$ cat src/rtl/adder_arb_pkg.sv
// Shared types for the adder arbiter: response-stage state, requester ID, stats width.
// Latency: n/a (types and constants only).
// Backpressure: n/a.
package adder_arb_pkg;

    // Single-entry response stage occupancy.
    typedef enum logic {
        RSP_EMPTY = 1'b0,
        RSP_FULL  = 1'b1
    } rsp_state_e;

    // Requester identifier: 0 or 1.
    typedef logic req_id_t;

    // Width of the optional per-requester accept counters.
    localparam int STATS_W = 16;

endpackage

$ cat src/rtl/ripple_carry_adder.sv
// SIZE-bit ripple-carry adder with carry-in, carry-out and two's-complement overflow.
// Latency: combinational.
// Backpressure: n/a.
//
// Ports:
//   a, b      in   operands
//   cin       in   carry into bit 0
//   s         out  sum
//   cout      out  carry out of bit SIZE-1
//   overflow  out  carry[SIZE] ^ carry[SIZE-1]
module ripple_carry_adder #(
    parameter int SIZE = 32
) (
    input  logic [SIZE-1:0] a,
    input  logic [SIZE-1:0] b,
    input  logic            cin,
    output logic [SIZE-1:0] s,
    output logic            cout,
    output logic            overflow
);

    logic [SIZE:0] carry;

    assign carry[0] = cin;

    genvar i;
    generate
        for (i = 0; i < SIZE; i++) begin : g_fa
            assign s[i]       = a[i] ^ b[i] ^ carry[i];
            assign carry[i+1] = (a[i] & b[i]) | (carry[i] & (a[i] ^ b[i]));
        end
    endgenerate

    assign cout     = carry[SIZE];
    assign overflow = carry[SIZE] ^ carry[SIZE-1];

endmodule

$ cat src/rtl/rr_arb2.sv
// Two-input round-robin grant: the requester that did not win last goes first on contention.
// Latency: combinational.
// Backpressure: enable low suppresses every grant (used for a full response slot and reset).
//
// Ports:
//   valid0, valid1  in   request lines
//   last_grant      in   ID of the previous winner
//   enable          in   grants allowed this cycle
//   gnt0, gnt1      out  one-hot (or zero) grant
//   gnt_id          out  ID of the granted requester, 0 when nobody is granted
module rr_arb2
    import adder_arb_pkg::*;
(
    input  logic    valid0,
    input  logic    valid1,
    input  req_id_t last_grant,
    input  logic    enable,
    output logic    gnt0,
    output logic    gnt1,
    output req_id_t gnt_id
);

    // A lone requester always wins; on contention the previous loser wins.
    assign gnt0   = enable && valid0 && (!valid1 || (last_grant == 1'b1));
    assign gnt1   = enable && valid1 && (!valid0 || (last_grant == 1'b0));
    assign gnt_id = gnt1;

endmodule

$ cat src/rtl/adder_arbiter.sv
// Round-robin share of one SIZE-bit adder between two valid/ready requesters, result registered.
// Latency: accept in cycle N, rsp_valid high in cycle N+1; one op per cycle while rsp_ready is high.
// Backpressure: a full response slot with rsp_ready low holds the result and drops both readies.
//
// Ports:
//   clk, rst_n                         clock, synchronous active-low reset
//   reqN_valid/ready/a/b/cin (N=0,1)   requester handshake, operands and carry-in
//   rsp_valid/ready                    response handshake
//   rsp_id, rsp_s, rsp_carryout,       issuing requester, sum, carry-out,
//   rsp_overflow                       signed overflow
//   grant_cnt0, grant_cnt1             saturating accept counters, present only when
//                                      ADDER_ARB_STATS_EN is defined
module adder_arbiter
    import adder_arb_pkg::*;
#(
    parameter int SIZE = 32
) (
    input  logic            clk,
    input  logic            rst_n,
    input  logic            req0_valid,
    output logic            req0_ready,
    input  logic [SIZE-1:0] req0_a,
    input  logic [SIZE-1:0] req0_b,
    input  logic            req0_cin,
    input  logic            req1_valid,
    output logic            req1_ready,
    input  logic [SIZE-1:0] req1_a,
    input  logic [SIZE-1:0] req1_b,
    input  logic            req1_cin,
    output logic            rsp_valid,
    input  logic            rsp_ready,
    output logic            rsp_id,
    output logic [SIZE-1:0] rsp_s,
    output logic            rsp_carryout,
    output logic            rsp_overflow
`ifdef ADDER_ARB_STATS_EN
    ,
    output logic [STATS_W-1:0] grant_cnt0,
    output logic [STATS_W-1:0] grant_cnt1
`endif
);

    rsp_state_e state_q;
    rsp_state_e state_d;
    req_id_t    last_grant_q;

    logic       slot_free;
    logic       gnt0;
    logic       gnt1;
    req_id_t    gnt_id;
    logic       accept;

    logic [SIZE-1:0] add_a;
    logic [SIZE-1:0] add_b;
    logic            add_cin;
    logic [SIZE-1:0] add_s;
    logic            add_cout;
    logic            add_ovf;

    assign rsp_valid = (state_q == RSP_FULL);
    assign slot_free = !rsp_valid || rsp_ready;

    // rst_n gates the arbiter so no accept can happen while reset is held.
    rr_arb2 u_rr_arb2 (
        .valid0     (req0_valid),
        .valid1     (req1_valid),
        .last_grant (last_grant_q),
        .enable     (slot_free && rst_n),
        .gnt0       (gnt0),
        .gnt1       (gnt1),
        .gnt_id     (gnt_id)
    );

    assign req0_ready = gnt0;
    assign req1_ready = gnt1;
    assign accept     = gnt0 || gnt1;

    // gnt_id is 0 with no grant, so the adder idles on requester 0's operands.
    assign add_a   = gnt_id ? req1_a   : req0_a;
    assign add_b   = gnt_id ? req1_b   : req0_b;
    assign add_cin = gnt_id ? req1_cin : req0_cin;

    ripple_carry_adder #(
        .SIZE (SIZE)
    ) u_adder (
        .a        (add_a),
        .b        (add_b),
        .cin      (add_cin),
        .s        (add_s),
        .cout     (add_cout),
        .overflow (add_ovf)
    );

    // Response-stage occupancy.
    always_comb begin
        state_d = state_q;
        case (state_q)
            RSP_EMPTY: if (accept)                  state_d = RSP_FULL;
            RSP_FULL:  if (rsp_ready && !accept)    state_d = RSP_EMPTY;
            default:                                state_d = RSP_EMPTY;
        endcase
    end

    always_ff @(posedge clk) begin
        if (!rst_n) begin
            state_q <= RSP_EMPTY;
        end else begin
            state_q <= state_d;
        end
    end

    // Data fields only move on accept; a consume alone leaves them holding.
    always_ff @(posedge clk) begin
        if (!rst_n) begin
            rsp_s        <= '0;
            rsp_carryout <= 1'b0;
            rsp_overflow <= 1'b0;
            rsp_id       <= 1'b0;
            last_grant_q <= 1'b1;   // requester 0 wins the first contention
        end else if (accept) begin
            rsp_s        <= add_s;
            rsp_carryout <= add_cout;
            rsp_overflow <= add_ovf;
            rsp_id       <= gnt_id;
            last_grant_q <= gnt_id;
        end
    end

`ifdef ADDER_ARB_STATS_EN
    always_ff @(posedge clk) begin
        if (!rst_n) begin
            grant_cnt0 <= '0;
            grant_cnt1 <= '0;
        end else begin
            if (gnt0 && (grant_cnt0 != {STATS_W{1'b1}})) grant_cnt0 <= grant_cnt0 + 1'b1;
            if (gnt1 && (grant_cnt1 != {STATS_W{1'b1}})) grant_cnt1 <= grant_cnt1 + 1'b1;
        end
    end
`endif

endmodule

$ cat config.mk
export PLATFORM = sky130hd
export DESIGN_NAME = adder_arbiter
export DESIGN_NICKNAME = d
export VERILOG_FILES = /design/src/rtl/adder_arb_pkg.sv /design/src/rtl/ripple_carry_adder.sv /design/src/rtl/rr_arb2.sv /design/src/rtl/adder_arbiter.sv
export SDC_FILE = /design/constraint.sdc
export NUM_CORES = 1
export LEC_CHECK = 0
export ABC_CLOCK_PERIOD_IN_PS = 19200
export CORE_MARGIN = 10
export CORE_UTILIZATION = 37
export DETAILED_ROUTE_END_ITERATION = 10
export GPL_TIMING_DRIVEN = 1
export PLACE_DENSITY = 0.77
export SYNTH_ARGS = -nofsm -noshare
export SYNTH_HDL_FRONTEND = slang
export SYNTH_SLANG_ARGS = --single-unit
$ cat constraint.sdc
create_clock -name clk -period 19.2 [get_ports clk]
set_input_delay 2.88 -clock clk [delete_from_list [all_inputs] [get_ports clk]]
set_output_delay 2.88 -clock clk [all_outputs]
set_load 0.005 [all_outputs]
# Yosys cells after proc, flatten, opt, wreduce, memory -nomap -nowiden
# Cells that the tools add are included.
[totals] regBits=37 output_inout_bits=38 elab_cells=189
[op_classes] muxes=6 n_bitwise=163 reduce_logical=14
[op_table] op="$xor 1x1->1" count=65
[op_table] op="$and 1x1->1" count=64
[op_table] op="$mux 32" count=2
[op_table] op="$or 1x1->1" count=32
[op_table] op="$logic_and 1x1->1" count=6
[op_table] op="$logic_not 1->1" count=4
[op_table] op="$logic_or 1x1->1" count=4
[op_table] op="$mux 1" count=3
[op_table] op="$not 1->1" count=2
[op_table] op="$pmux 1 s2" count=1

# Logic depth before layout (Yosys ltp)
# Gate-level depths: netlist (run 1).
[depth] depth_word=72 depth_mapped=42 mapped_depth_nobuf=40

# Modules after synthesis
# Synthesis (run 1) repeated with hierarchy kept, for this count alone.
[hier_totals] hier_cells=291 area_unflattened_um2=3089.2
[modules_own_cells] mod="adder_arbiter" instances=1 cells_each=242 area_per_inst_um2=2373.5
[modules_own_cells] mod="ripple_carry_adder" instances=1 cells_each=43 area_per_inst_um2=686.9
[modules_own_cells] mod="rr_arb2" instances=1 cells_each=6 area_per_inst_um2=28.8

# Least setup slack after synthesis (run 1)
# Ideal clock, no wire load.
[synth_path] kind="input -> register" from="input port rsp_ready" to="register rsp_s[31]" t_arrival_ns=16.712 slack_ns=2.367 cell_stages=42 n_path_buf=2 cell_sequence="nand2b_4 > nand4_1 > buf_6 > buf_4 > mux2i_1 > fa_1 > fa_1 > fa_1 > fa_1 > fa_1 > fa_1 > fa_1 > fa_1 > fa_1 > fa_1 > fa_1 > fa_1 > fa_1 > [6 not listed] > fa_1 > fa_1 > fa_1 > fa_1 > fa_1 > fa_1 > fa_1 > fa_1 > fa_1 > fa_1 > fa_1 > fa_1 > fa_1 > fa_1 > inv_1 > fa_1 > inv_1 > mux2i_1"
[synth_via] elab_chain_cells=69
[synth_lines] element="start, declared" line="adder_arbiter.sv:31" source="input logic rsp_ready,"
[synth_lines] element="$logic_or 1x1->1 *" line="adder_arbiter.sv:61" source="assign slot_free = !rsp_valid || rsp_ready;"
[synth_lines] element="$logic_and 1x1->1 *" line="adder_arbiter.sv:68" source=".enable (slot_free && rst_n),"
[synth_lines] element="$logic_and 1x1->1 * (2 in series)" line="rr_arb2.sv:25" source="assign gnt1 = enable && valid1 && (!valid0 || (last_grant == 1'b0));"
[synth_lines] element="$mux 32, on equally long branches" line="adder_arbiter.sv:79, adder_arbiter.sv:80"
[synth_lines] element="$xor 1x1->1" line="ripple_carry_adder.sv:30" source="assign carry[i+1] = (a[i] & b[i]) | (carry[i] & (a[i] ^ b[i]));"
[synth_lines] element="$and 1x1->1" line="ripple_carry_adder.sv:30"
[synth_lines] element="$or 1x1->1" line="ripple_carry_adder.sv:30"
[synth_lines] element="$and 1x1->1" line="ripple_carry_adder.sv:30"
[synth_lines] element="[53 not listed]"
[synth_lines] element="$and 1x1->1" line="ripple_carry_adder.sv:30"
[synth_lines] element="$or 1x1->1" line="ripple_carry_adder.sv:30"
[synth_lines] element="$and 1x1->1" line="ripple_carry_adder.sv:30"
[synth_lines] element="$or 1x1->1" line="ripple_carry_adder.sv:30"
[synth_lines] element="$and 1x1->1" line="ripple_carry_adder.sv:30"
[synth_lines] element="$or 1x1->1" line="ripple_carry_adder.sv:30"
[synth_lines] element="$xor 1x1->1 *" line="ripple_carry_adder.sv:29" source="assign s[i] = a[i] ^ b[i] ^ carry[i];"
[synth_lines] element="via add_s[31]" line="adder_arbiter.sv:56" source="logic [SIZE-1:0] add_s;"
[synth_lines] element="end signal, assigned" line="adder_arbiter.sv:121" source="rsp_s <= add_s;"
[synth_lines] element="end, declared" line="adder_arbiter.sv:33" source="output logic [SIZE-1:0] rsp_s,"
# Mark *: on every way through the listed nets, which the timed path passes. The rest lies on a longest branch.
# A chain may end at the register's enable or synchronous reset.

# Worst setup path after layout (run 1)
# Same ends and word-level chain as after synthesis.

==> results of run 1 <==
==> routing by layer <==
metal | track usage | up-vias | share of wire
met5 | 0 | - | 0
met3 | 0.05435 | 11 | 0.079
met1 | 0.1699 | 1101 | 0.39
li1 | - | 1137 | -
met4 | 0.03772 | 0 | 0.013
met2 | 0.2809 | 116 | 0.52
==> report_power, final <==
part	internal (mW)	switching [mW]	total, mW
combinational	0.0802	0.0475	0.128
clock	0.0325	0.0280	0.0604
sequential	0.0936	0.00777	0.101
==> metrics by stage <==
step | setup slack, ns | instances | cell area (um^2) | hold slack, ns
after floorplan | 2.367 | 236 | 2735 | 0.4544
after global placement | 1.467 | 497 | 4503 | 0.4450
after detailed placement | 1.255 | 497 | 4503 | 0.4543
after CTS | 1.538 | 505 | 4604 | 0.4654
after global routing | 1.099 | 505 | 4604 | 0.4823
final | 1.685 | 505 | 4604 | 0.4610
==> sequential cells by signal (all words and copies together) (netlist names) <==
| register | count |
|---|---|
| rsp_s | 32 |
| last_grant_q | 1 |
| rsp_valid | 1 |
| rsp_overflow | 1 |
| rsp_carryout | 1 |
| rsp_id | 1 |
==> cells by family (layout without fill, tap and decap cells) <==
kind of cell,count (synthesis),in the layout
fa+ha+maj,32,32
compound gates,5,5
xor+xnor,1,1
mux,99,99
simple gates,37,37
flops,37,37
buf+inv,25,195
==> cells in the mapped netlist, types with 2 or more instances <==
master	count	share of area
mux2i_1	95	0.35
inv_1	9	0.012
fa_1	32	0.23
buf_2	2	0.0037
nand2_1	35	0.048
mux2_2	3	0.012
dfxtp_1	37	0.27
buf_6	4	0.016
clkbuf_1	2	0.0027
buf_4	7	0.019
==> worst max-delay path: cells and delay by family <==
kind / cells / cell delay [ns]
simple gates: 2 / 0.33
buf+inv: 6 / 1.02
mux: 2 / 0.22
fa+ha+maj: 32 / 13.20
==> area by class of cell <==
class	instances	share of cell area
Sequential cell	37	0.1609
Tap cell	99	0.02690
Multi-Input combinational cell	174	0.3995
Inverter	10	0.008696
Clock buffer	7	0.02092
Timing Repair Buffer	177	0.3821
Clock inverter	1	0.001087
==> worst max path at each step <==
| stage | end | startpoint | slack, ns |
|---|---|---|---|
| floorplan | rsp_s[31]$_SDFFE_PN0P_ | rsp_ready | 2.37 |
| global placement | rsp_s[31]$_SDFFE_PN0P_ | rsp_ready | 1.47 |
| detailed placement | rsp_s[31]$_SDFFE_PN0P_ | rsp_ready | 1.25 |
| CTS | rsp_s[31]$_SDFFE_PN0P_ | rsp_ready | 1.54 |
| global route | rsp_s[31]$_SDFFE_PN0P_ | rsp_ready | 1.10 |
| finish | rsp_s[31]$_SDFFE_PN0P_ | rsp_ready | 1.68 |
==> results.sh, run 1 <==
export IMPL_final_common_cell="clkdlybuf4s50_1"
export IMPL_antenna_found_initial=0
export IMPL_area_growth_pct=68.34
export IMPL_hold_viol=0
export IMPL_synth_nets=403
export IMPL_min_delay_path_depth=2
export IMPL_synth_compound_area_frac=0.01418
export IMPL_die_w_um=106.0
export IMPL_cpPeakStageDelay_ns=0.51
export IMPL_synth_top_flop_cell="dfxtp_1"
export IMPL_max_clock_freq_mhz=57.09
export IMPL_final_nets=572
export IMPL_tightest_slew_ns=0.6119
export IMPL_rsz0062_at_grt="false"
export IMPL_worstHoldEndpoint="rsp_s[5]$_SDFFE_PN0P_"
export IMPL_clk_pin_slew_ns=0.08
export IMPL_clock_sinks=37
export IMPL_insertion_delay_ns=0.28
export IMPL_cap_violations=0
export IMPL_finalSetupViolCount=0
export IMPL_fp_dieH_um=106.0
export IMPL_vias=2365
export IMPL_die_area_um2=11230
export IMPL_cts_resized=0
export IMPL_synth_top_family_by_area="multiplexers"
export IMPL_drt_iter0_drc=68
export IMPL_cts_buffers=5
export IMPL_fp_row_count=31
export IMPL_async_flop_share=0
export IMPL_drive_gt1_frac=0.04926
export IMPL_r2r_slack_ns=4.42
export IMPL_routed_wl_um=8756
export IMPL_status="complete, no violations"
export IMPL_syn_avg_cell_area_um2=11.59
export IMPL_muxShareOfSynthArea=0.3655
export IMPL_grt_pass1_wl_um=14030
export IMPL_slew_headroom=0.5920
export IMPL_synthesis_area_um2=2735
export IMPL_ys_ff_latch=37
export IMPL_tns_ns=0
export IMPL_start_util=0.3791
export IMPL_timing_rr_start="rsp_valid$_SDFF_PN0_"
export IMPL_nFillCells=635
export IMPL_antennaDiodeCount=0
export IMPL_power_total_uw=289.5
export IMPL_ant_nets=0
export IMPL_yosys_warnings=0
export IMPL_ff_latch_area_um2=740.7
export IMPL_io_buffers=172
export IMPL_routed_via_density=4.683
export IMPL_mostFrequentLayoutCells="172 x clkdlybuf4s50_1, 95 x mux2i_1, 37 x dfxtp_1"
export IMPL_required_ns=19.36
export IMPL_drc=0
export IMPL_rr_worst_depth=41
export IMPL_p_per_area_nw_per_um2=62.88
export IMPL_grt_pass1_vias=2757
export IMPL_synth_simple_area_share=0.05535
export IMPL_slew_violations=0
export IMPL_min_from="rsp_s[5]$_SDFFE_PN0P_"
export IMPL_cpMostUsedCell="fa_1"
export IMPL_post_cts_setup_buffers=0
export IMPL_hp_class="flop to flop"
export IMPL_vdd_drop_max_uv=26.95
export IMPL_postCtsHoldBufs=0
export IMPL_multiInputGateArea_um2=1839
export IMPL_synth_edf_count=0
export IMPL_routabilityCongestion=0.7736
export IMPL_min_period_ns=17.52
export IMPL_design_core_area_um2=7214
export IMPL_crit_type="input pin to flop"
export IMPL_wl_per_cell_um=17.34
export IMPL_drt_first_pass_iters=5
export IMPL_grt_remaining_overflow=0
export IMPL_synthCells=236
export IMPL_r2r_end="rsp_s[31]$_SDFFE_PN0P_"
export IMPL_io_pins=173
export IMPL_synthXorXnorAreaFrac=0.003202
export IMPL_yosysSeqAreaShare=0.2708
export IMPL_ys_types=20
export IMPL_cts_tree="done"
export IMPL_synth_fa_ha_area_frac=0.2342
export IMPL_p_leak_nw=2.097
export IMPL_cts_root_buffer="clkbuf_8"
export IMPL_fin_worst_skew_ns=0.008842
export IMPL_utilization=0.6382
export IMPL_htree_levels=2
export IMPL_crit_arrival_ns=17.67
export IMPL_grt_max_degree=39
export IMPL_crit_path_max_fanout=14
export IMPL_hpwl_um=7483
export IMPL_end_kind="flop"
export IMPL_grtUsageTotal=0.1554
export IMPL_post_route_period_util=0.9122
export IMPL_crit_slowest_cell="fa_1"
export IMPL_clock_path_buffers=2
export IMPL_critPathLaunchType="input pin"
No activity file was read; power rests on OpenSTA's default activity.
==> inputs of run 2 (changes only) <==
Settings changed: SETUP_SLACK_MARGIN from default to 0.5.
==> results of run 2 <==
No change in the layout: final DEF, timing and power equal those of run 1.
